$ cat config.mk
export PLATFORM = sky130hd
export DESIGN_NAME = mux4_rr_arbiter
export DESIGN_NICKNAME = d
export VERILOG_FILES = /design/src/rtl/mux_arb_pkg.sv /design/src/rtl/rr_pick4.sv /design/src/rtl/mux4_rr_arbiter.sv
export SDC_FILE = /design/constraint.sdc
export NUM_CORES = 1
export LEC_CHECK = 0
export CORE_AREA = 2 2 39 41
export CTS_BUF_LIST = sky130_fd_sc_hd__clkbuf_4
export DETAILED_ROUTE_END_ITERATION = 8
export DIE_AREA = 0 0 41 43
export GPL_TIMING_DRIVEN = 0
export PLACE_DENSITY = 0.66
export SYNTH_ARGS = -nofsm -noshare
export SYNTH_HDL_FRONTEND = slang
export SYNTH_SLANG_ARGS = --single-unit
export TNS_END_PERCENT = 100
$ cat constraint.sdc
create_clock -name clk -period 4.1 [get_ports clk]
set_input_delay 0.82 -clock clk [delete_from_list [all_inputs] [get_ports clk]]
set_output_delay 0.82 -clock clk [all_outputs]
set_load 0.01 [all_outputs]
$ cat src/rtl/mux_arb_pkg.sv
// Shared types for the round-robin 4:1 mux arbiter.
// Optional hold limit enabled by defining ARB_HOLD_LIMIT_EN.
package mux_arb_pkg;

  localparam int N_REQ = 4;
  localparam int SEL_W = 2;

  typedef enum logic {
    IDLE,
    GRANT
  } arb_state_t;

  typedef logic [N_REQ-1:0] req_vec_t;
  typedef logic [SEL_W-1:0] sel_t;

  function automatic req_vec_t onehot(
    input sel_t i
  );
    return req_vec_t'(1) << i;
  endfunction

endpackage

$ cat src/rtl/rr_pick4.sv
// Rotating priority encoder: first set bit
// searching ptr+1, ptr+2, ... ptr (mod 4).
module rr_pick4
  import mux_arb_pkg::*;
(
  input  req_vec_t req,
  input  sel_t     ptr,
  output logic     found,
  output sel_t     idx
);

  sel_t cand;

  // Walk farthest-first so the nearest hit wins last.
  always_comb begin
    found = 1'b0;
    idx   = ptr;
    cand  = ptr;
    for (int k = N_REQ; k >= 1; k--) begin
      cand = ptr + sel_t'(k);
      if (req[cand]) begin
        found = 1'b1;
        idx   = cand;
      end
    end
  end

endmodule

$ cat src/rtl/mux4_rr_arbiter.sv
// Round-robin arbiter driving the select of a shared 4:1 mux.
// Define ARB_HOLD_LIMIT_EN to cap an owner's tenure at MAX_HOLD cycles.
module mux4_rr_arbiter
  import mux_arb_pkg::*;
#(
  parameter int MAX_HOLD = 4,
  parameter int CNT_W    = $clog2(MAX_HOLD) + 1
) (
  input  logic             clk,
  input  logic             rst_n,
  input  logic [N_REQ-1:0] req,
  output logic [N_REQ-1:0] gnt,
  output logic [SEL_W-1:0] sel,
  output logic             gnt_valid
);

  arb_state_t state_q, state_d;
  req_vec_t   gnt_q, gnt_d;
  sel_t       sel_q, sel_d;
  sel_t       ptr_q, ptr_d;

  req_vec_t masked;
  logic     found;
  sel_t     pick_idx;
  logic     owner_req;
  logic     expire;
  logic     keep;
  logic     take;

  // Owner is masked out, so a hit means someone else is waiting.
  assign masked    = req & ~gnt_q;
  assign owner_req = |(req & gnt_q);

  rr_pick4 u_pick (
    .req   (masked),
    .ptr   (ptr_q),
    .found (found),
    .idx   (pick_idx)
  );

`ifdef ARB_HOLD_LIMIT_EN
  localparam logic [CNT_W-1:0] HOLD_LAST = CNT_W'(MAX_HOLD - 1);

  logic [CNT_W-1:0] hold_cnt_q, hold_cnt_d;

  assign expire = (hold_cnt_q == HOLD_LAST) && found;

  // Saturates at the last slot so a late waiter rotates in at once.
  always_comb begin
    hold_cnt_d = hold_cnt_q;
    if (take || !keep) begin
      hold_cnt_d = '0;
    end else if (hold_cnt_q != HOLD_LAST) begin
      hold_cnt_d = hold_cnt_q + 1'b1;
    end
  end

  always_ff @(posedge clk or negedge rst_n) begin
    if (!rst_n) begin
      hold_cnt_q <= '0;
    end else begin
      hold_cnt_q <= hold_cnt_d;
    end
  end
`else
  // Lock mode: tenure never expires.
  assign expire = (CNT_W < 1);
`endif

  assign keep = (state_q == GRANT) && owner_req && !expire;

  always_comb begin
    state_d = state_q;
    gnt_d   = gnt_q;
    sel_d   = sel_q;
    ptr_d   = ptr_q;
    take    = 1'b0;
    unique case (state_q)
      IDLE: begin
        take = found;
      end
      GRANT: begin
        if (!keep) begin
          if (found) begin
            take = 1'b1;
          end else begin
            state_d = IDLE;
            gnt_d   = '0;
          end
        end
      end
      default: begin
        state_d = IDLE;
        gnt_d   = '0;
      end
    endcase
    if (take) begin
      state_d = GRANT;
      gnt_d   = onehot(pick_idx);
      sel_d   = pick_idx;
      ptr_d   = pick_idx;
    end
  end

  always_ff @(posedge clk or negedge rst_n) begin
    if (!rst_n) begin
      state_q <= IDLE;
      gnt_q   <= '0;
      sel_q   <= '0;
      ptr_q   <= sel_t'(N_REQ - 1);
    end else begin
      state_q <= state_d;
      gnt_q   <= gnt_d;
      sel_q   <= sel_d;
      ptr_q   <= ptr_d;
    end
  end

  assign gnt       = gnt_q;
  assign sel       = sel_q;
  assign gnt_valid = |gnt_q;

endmodule

* Yosys cells after proc, flatten, opt, wreduce, memory -nomap -nowiden
Cells that the tools add are included.
** Storage, ports and cells
- Register bits after elaboration :: 9
- Latch bits :: 0
- Memory bits (writable) :: 0
- Memory bits (read-only) :: 0
- Bits of input ports :: 6
- Word-level logic and storage cells :: 48
- Memories :: 0
** Cells by class
- Add/subtract/negate cells :: 3
- $mul :: 0
- Divide/modulo/power cells :: 0
- $lt $le $gt $ge :: 4
- Equality and inequality tests :: 2
- Shift-type cells :: 1
- Mux-type cells :: 25
- Bitwise operators :: 4
- Reduce and logical (&&, ||, !) cells :: 5
** Operators with widths (count)
- $mux W4 :: 4
- $mux W1 :: 13
- $lt A2 B3 Y1 const B :: 4
- $and A4 B4 Y4 :: 2
- $bmux W1 S2 :: 4
- $reduce_or A4 Y1 :: 2
- $mux W2 :: 3
- $add A2 B2 Y2 const B :: 2
- $ne A2 B1 Y1 const B :: 2
- $not A4 Y4 :: 1
- $shl A1 B2 Y4 const A :: 1
- $reduce_and A3 Y1 :: 1
- $add A2 B1 Y2 const B :: 1
- $pmux W1 S2 :: 1
- $reduce_bool A2 Y1 :: 1
- $logic_and A1 B1 Y1 :: 1
- $not A1 Y1 :: 1

* Depth between registers and ports, before layout
Gate-level depths: netlist of run 1.
- Depth in word-level cells :: 13
- Depth in mapped cells :: 6

* Cells and area by module
Synthesis of run 1 repeated with hierarchy kept, for this count alone.
** Unflattened totals
- Cells, all modules :: 63
- Area total of the unflattened synthesis :: 591.8 sq um
** By module, submodules not included
- mux4_rr_arbiter :: instances 1, cells an instance 49, area each 509.2 sq um, seq. area each 227.7 sq um
- rr_pick4 :: instances 1, cells an instance 14, area each 82.6 sq um, seq. area each 0.0 sq um

* Worst setup path before layout of run 1
Ideal clock, no wire load.
- Path kind :: input to register
- Start :: input port req[0]
- End :: register sel_q[0] (netlist: sel[0])
- Library setup time :: 0.125 ns
- Arrival time :: 1.815 ns
- Required time :: 3.975 ns
- Slack :: 2.160 ns
- Cell stages on the path :: 5
- Path buffers :: 1
- Cells stage by stage :: nor2b_2 -> nor4_2 -> or2_1 -> buf_6 -> mux2_4
** Between the ends
- Cells in the longest elaborated chain, start to end :: 10
- Elaborated cells on any way between the ends :: 22
- Those cells by class :: 18 x mux; 2 x bitwise; 2 x reduce/logical
** Ends and longest elaborated chain
- start, declared :: RTL line mux4_rr_arbiter.sv:11 : input logic [N_REQ-1:0] req,
- $and A4 B4 Y4 :: RTL line mux4_rr_arbiter.sv:31 : assign masked = req & ~gnt_q;
- $bmux W1 S2 :: RTL line rr_pick4.sv:21 : if (req[cand]) begin
- $mux W1 (not written as such) :: RTL line rr_pick4.sv:21
- $mux W1 (4 in a row) :: RTL line rr_pick4.sv:21
- $mux W1 :: RTL line mux4_rr_arbiter.sv:84 : if (found) begin
- $mux W1 :: RTL line mux4_rr_arbiter.sv:83 : if (!keep) begin
- $pmux W1 S2 :: RTL line mux4_rr_arbiter.sv:78 : unique case (state_q)
- end signal, assigned :: RTL line mux4_rr_arbiter.sv:114 : sel_q <= sel_d;
- end, declared :: RTL line mux4_rr_arbiter.sv:19 : sel_t sel_q, sel_d;
Parallel ways exist; a longest one is shown, timed or not. The select of a mux whose other input is x is not followed.
A chain may end at the register's enable or synchronous reset.

* Final worst setup path of run 1
- Start :: register gnt_q[3] (netlist: gnt[3])
- End :: output port gnt_valid
** Between the ends
- Cells in the longest elaborated chain, start to end :: 1
** Ends and longest elaborated chain
- start, declared :: RTL line mux4_rr_arbiter.sv:18 : req_vec_t gnt_q, gnt_d;
- start signal, assigned :: RTL line mux4_rr_arbiter.sv:113 : gnt_q <= gnt_d;
- $reduce_or A4 Y1 :: RTL line mux4_rr_arbiter.sv:121 : assign gnt_valid = |gnt_q;
- end, declared :: RTL line mux4_rr_arbiter.sv:14 : output logic gnt_valid
No other way between the ends.

==> run_results.csv, run 1 <==
group,metric,value,unit
clocking,tritoncts,"yes",
clocking,hold_buffers,0,
clocking,post-cts-setup-buffers,0,
pwr,power,560,uW
setup_path,critPathArrivalTime,1.72,ns
sta,finalClockSkew,0.00532,ns
grt,grt_remaining_overflow,0,
setup_path,worstPathMaxFanout,6,
floorplanning,rows,14,
setup_path,rr_endpoint,"sel[0]",
clocking,cts_resized,0,
clocking,cts_buffer_depth,2,
grt,grt_start_max_net_pins,10,
yosys,syn_nets,54,
floorplanning,io-pin-count,13,
setup_path,rr_startpoint,"ptr_q[0]",
sta,finalCriticalPeriod,2.54,ns
final_layout,layout-drive-gt1-share,0.219,
placed_design,dp_worst_setup_slack,1.62,ns
clocking,cts.htree.levels,1,
clocking,cts_sinks,9,
setup_path,cp_cell_sequence,"or4_1 -> clkdlybuf4s50_1",
setup_path,critPathLaunchType,"flip-flop",
worst_hold_path,holdCritPathClass,"flip-flop to flip-flop",
yosys,synth-seq-cells,9,
sta,final-hold-violation-count,0,
floorplanning,die_y,43,microns
setup_path,cpPeakStageDelay,0.54,ns
sta,setup_viol,0,
drt,wl_per_cell,14.2,microns
grt,grt_pass1_vias,371,
placed_design,dpl.hpwl,787,microns
yosys,seq_area_frac_synth,0.439,
yosys,synth_largest_area_cell,"dfrtp_1",
setup_path,r2r_slack,2.50,ns
sta,maxSlewViolCount,0,
outcome,status,"completed",
sta,fmax,394,MHz
sta,fin_setup_tns,0,ns
setup_path,required,3.28,ns
yosys,synth_area,519,sq um
yosys,syn_inst,48,
final_layout,fin_area,689,sq um
clocking,cts_made_buffers,3,
grt,antenna_found_initial,0,
final_layout,layout.nets,71,
drt,first_iter_violations,20,
yosys,synth_edf_count,0,
placed_design,placed_cell_area,659,sq um
job,maxCapViolations,0,
yosys,synth_area_leaders,"dfrtp_1, dfstp_2, mux2_4",
setup_path,crit_slowest_cell,"or4_1",
floorplanning,core,0.00138,sq mm
setup_path,r2r_cells,5,
final_layout,area_delta_synth_final,32.8,%
pwr,leakage,0.000306,uW
drt,via_per_inst,5.45,
yosys,synthFlopType,"dfrtp_1",
clocking,cts-root-buf,"clkbuf_4",
pwr,irDropWorstVdd,333,uV
setup_path,cp_top_family,"simple AND/OR/NAND/NOR gates",
worst_hold_path,min_from,"sel[1]",
final_layout,n_antenna_cell,0,
yosys,yosysUniqueCellTypes,27,
setup_path,crit_path_end_kind,"output port",
yosys,synthArstFlopShare,1.00,
clocking,path_clk_slew,0.07,ns
sta,rsz0062_at_grt,"no",
grt,track_usage,0.145,
sta,relSlewSlack,0.706,
drt,wirelength,1.14,mm
sta,period_share,0.619,
drt,antenna_left,0,
yosys,ys_warn_count,0,
setup_path,crit_type,"flip-flop to output port",
floorplanning,die_area,0.00176,sq mm
drt,drc_errors,0,
floorplanning,start_util,0.375,
sta,finalWorstSetupSlack,1.56,ns
sta,tightest_slew,0.439,ns
pwr,power_density,812,mW/mm^2
drt,num_vias,436,
sta,whs,0.479,ns
floorplanning,die_x,41,microns
placed_design,gp_congestion,0.760,
drt,drtPass1Iterations,4,
worst_hold_path,holdPathStages,1,
yosys,syn_area_per_cell,10.8,sq um
worst_hold_path,whs_endpoint,"sel[1]",
clocking,clk_latency,0.27,ns
setup_path,path_buf_inv,1,
yosys,synthDominantCellAreaShare,0.337,
placed_design,port_buffers,12,
grt,grt_pass1_wl,1.64,mm
==> metal layers <==
metal,GRT usage,up-vias,part of all wire
met5,0,-,0
met4,0.0800,0,0.011
met3,0.0471,4,0.078
met2,0.175,19,0.43
met1,0.219,206,0.48
li1,-,207,-
==> power by group <==
group | leakage [uW] | switching (uW) | internal, uW | total [uW]
clock network | 0.0000184 | 34.2 | 44.3 | 78.5
registers | 0.000107 | 41.1 | 136 | 177
logic | 0.000181 | 134 | 170 | 304
total | 0.000306 | 210 | 350 | 560
==> state kept, by name, summed over array words and instances, names as in the netlist <==
name,cells
gnt,4
ptr_q,2
sel,2
state_q,1
==> cells by family (layout without fill, tap and decap cells) <==
family | after synthesis | after routing | share of synthesized area
and+or+nand+nor | 17 | 17 | 0.205
muxes | 4 | 4 | 0.0988
buffers and inverters | 3 | 19 | 0.0361
AOI/OAI and AO/OA | 15 | 15 | 0.222
DFF | 9 | 9 | 0.439
==> cell usage in the layout, fill, tap and decap left out, drive strengths merged <==
cell	netlist	routed
clkdlybuf4s50	0	12
dfrtp	7	7
clkbuf	0	4
nor2b	4	4
nor2	4	4
a21oi	3	3
a21o	3	3
mux2	3	3
a22oi	2	2
inv	2	2
nand2b	2	2
a22o	2	2
nand2	2	2
dfstp	2	2
o31ai	2	2
nor4	1	1
or2b	1	1
or4	1	1
o32ai	1	1
nor3b	1	1
a221o	1	1
or2	1	1
buf	1	1
o22ai	1	1
mux2i	1	1
==> final cells by class <==
cell class,count,area (sq um)
fillers,121,694
multi-input cells,36,273
flip-flops and latches,9,228
repair buffers,12,120
clock buffers,4,30.0
well taps,16,20.0
plain buffers,1,11.3
inverters,2,7.51
==> Yosys cell counts (2+ instances only) <==
cell type,n
a21oi_1,3
a22o_1,2
dfstp_2,2
a21o_1,3
mux2_4,2
dfrtp_1,7
nor2b_1,3
a22oi_1,2
nor2_1,3
nand2_1,2
nand2b_1,2
inv_1,2
==> stage by stage <==
step,util,instances
after floorplan,-,48
after global placement,0.476,76
after detailed placement,0.476,76
after CTS,0.498,80
after global routing,0.498,80
final,0.498,80
==> worst max path at each step <==
stage / start / to / slack (ns) / cells after the start
global placement: req[2] / sel[0] / 1.62 / 5
CTS: gnt[3] / gnt_valid / 1.56 / 2
floorplan: req[0] / sel[0] / 2.16 / 5
detailed placement: req[2] / sel[0] / 1.62 / 6
global route: gnt[3] / gnt_valid / 1.52 / 2
finish: gnt[3] / gnt_valid / 1.56 / 2
Note: power is estimated with default switching activity, not from simulation.
==> run 2: changes to the inputs <==
clock period = 2.6 ns   (was 4.1 ns; I/O delays follow)
==> results of run 2 <==
The final DEF is identical to that of run 1. Status: completed.
Main changes from that run: setup slack after placement 1.62 ns -> 0.418 ns; setup slack after layout 1.56 ns -> 0.363 ns; register-to-register setup slack 2.50 ns -> 1.00 ns; total power 560 uW -> 882 uW; worst IR drop on VDD 333 uV -> 526 uV
==> run 3: changes to the inputs <==
CTS_CLUSTER_SIZE = 8   (was unset)
clock period = 2.9 ns   (was 2.6 ns; I/O delays follow)
==> results of run 3 <==
The final DEF is identical to that of run 1. Status: completed.
Main changes from that run: setup slack after placement 1.62 ns -> 0.658 ns; setup slack after layout 1.56 ns -> 0.603 ns; register-to-register setup slack 2.50 ns -> 1.30 ns; total power 560 uW -> 791 uW; worst IR drop on VDD 333 uV -> 471 uV
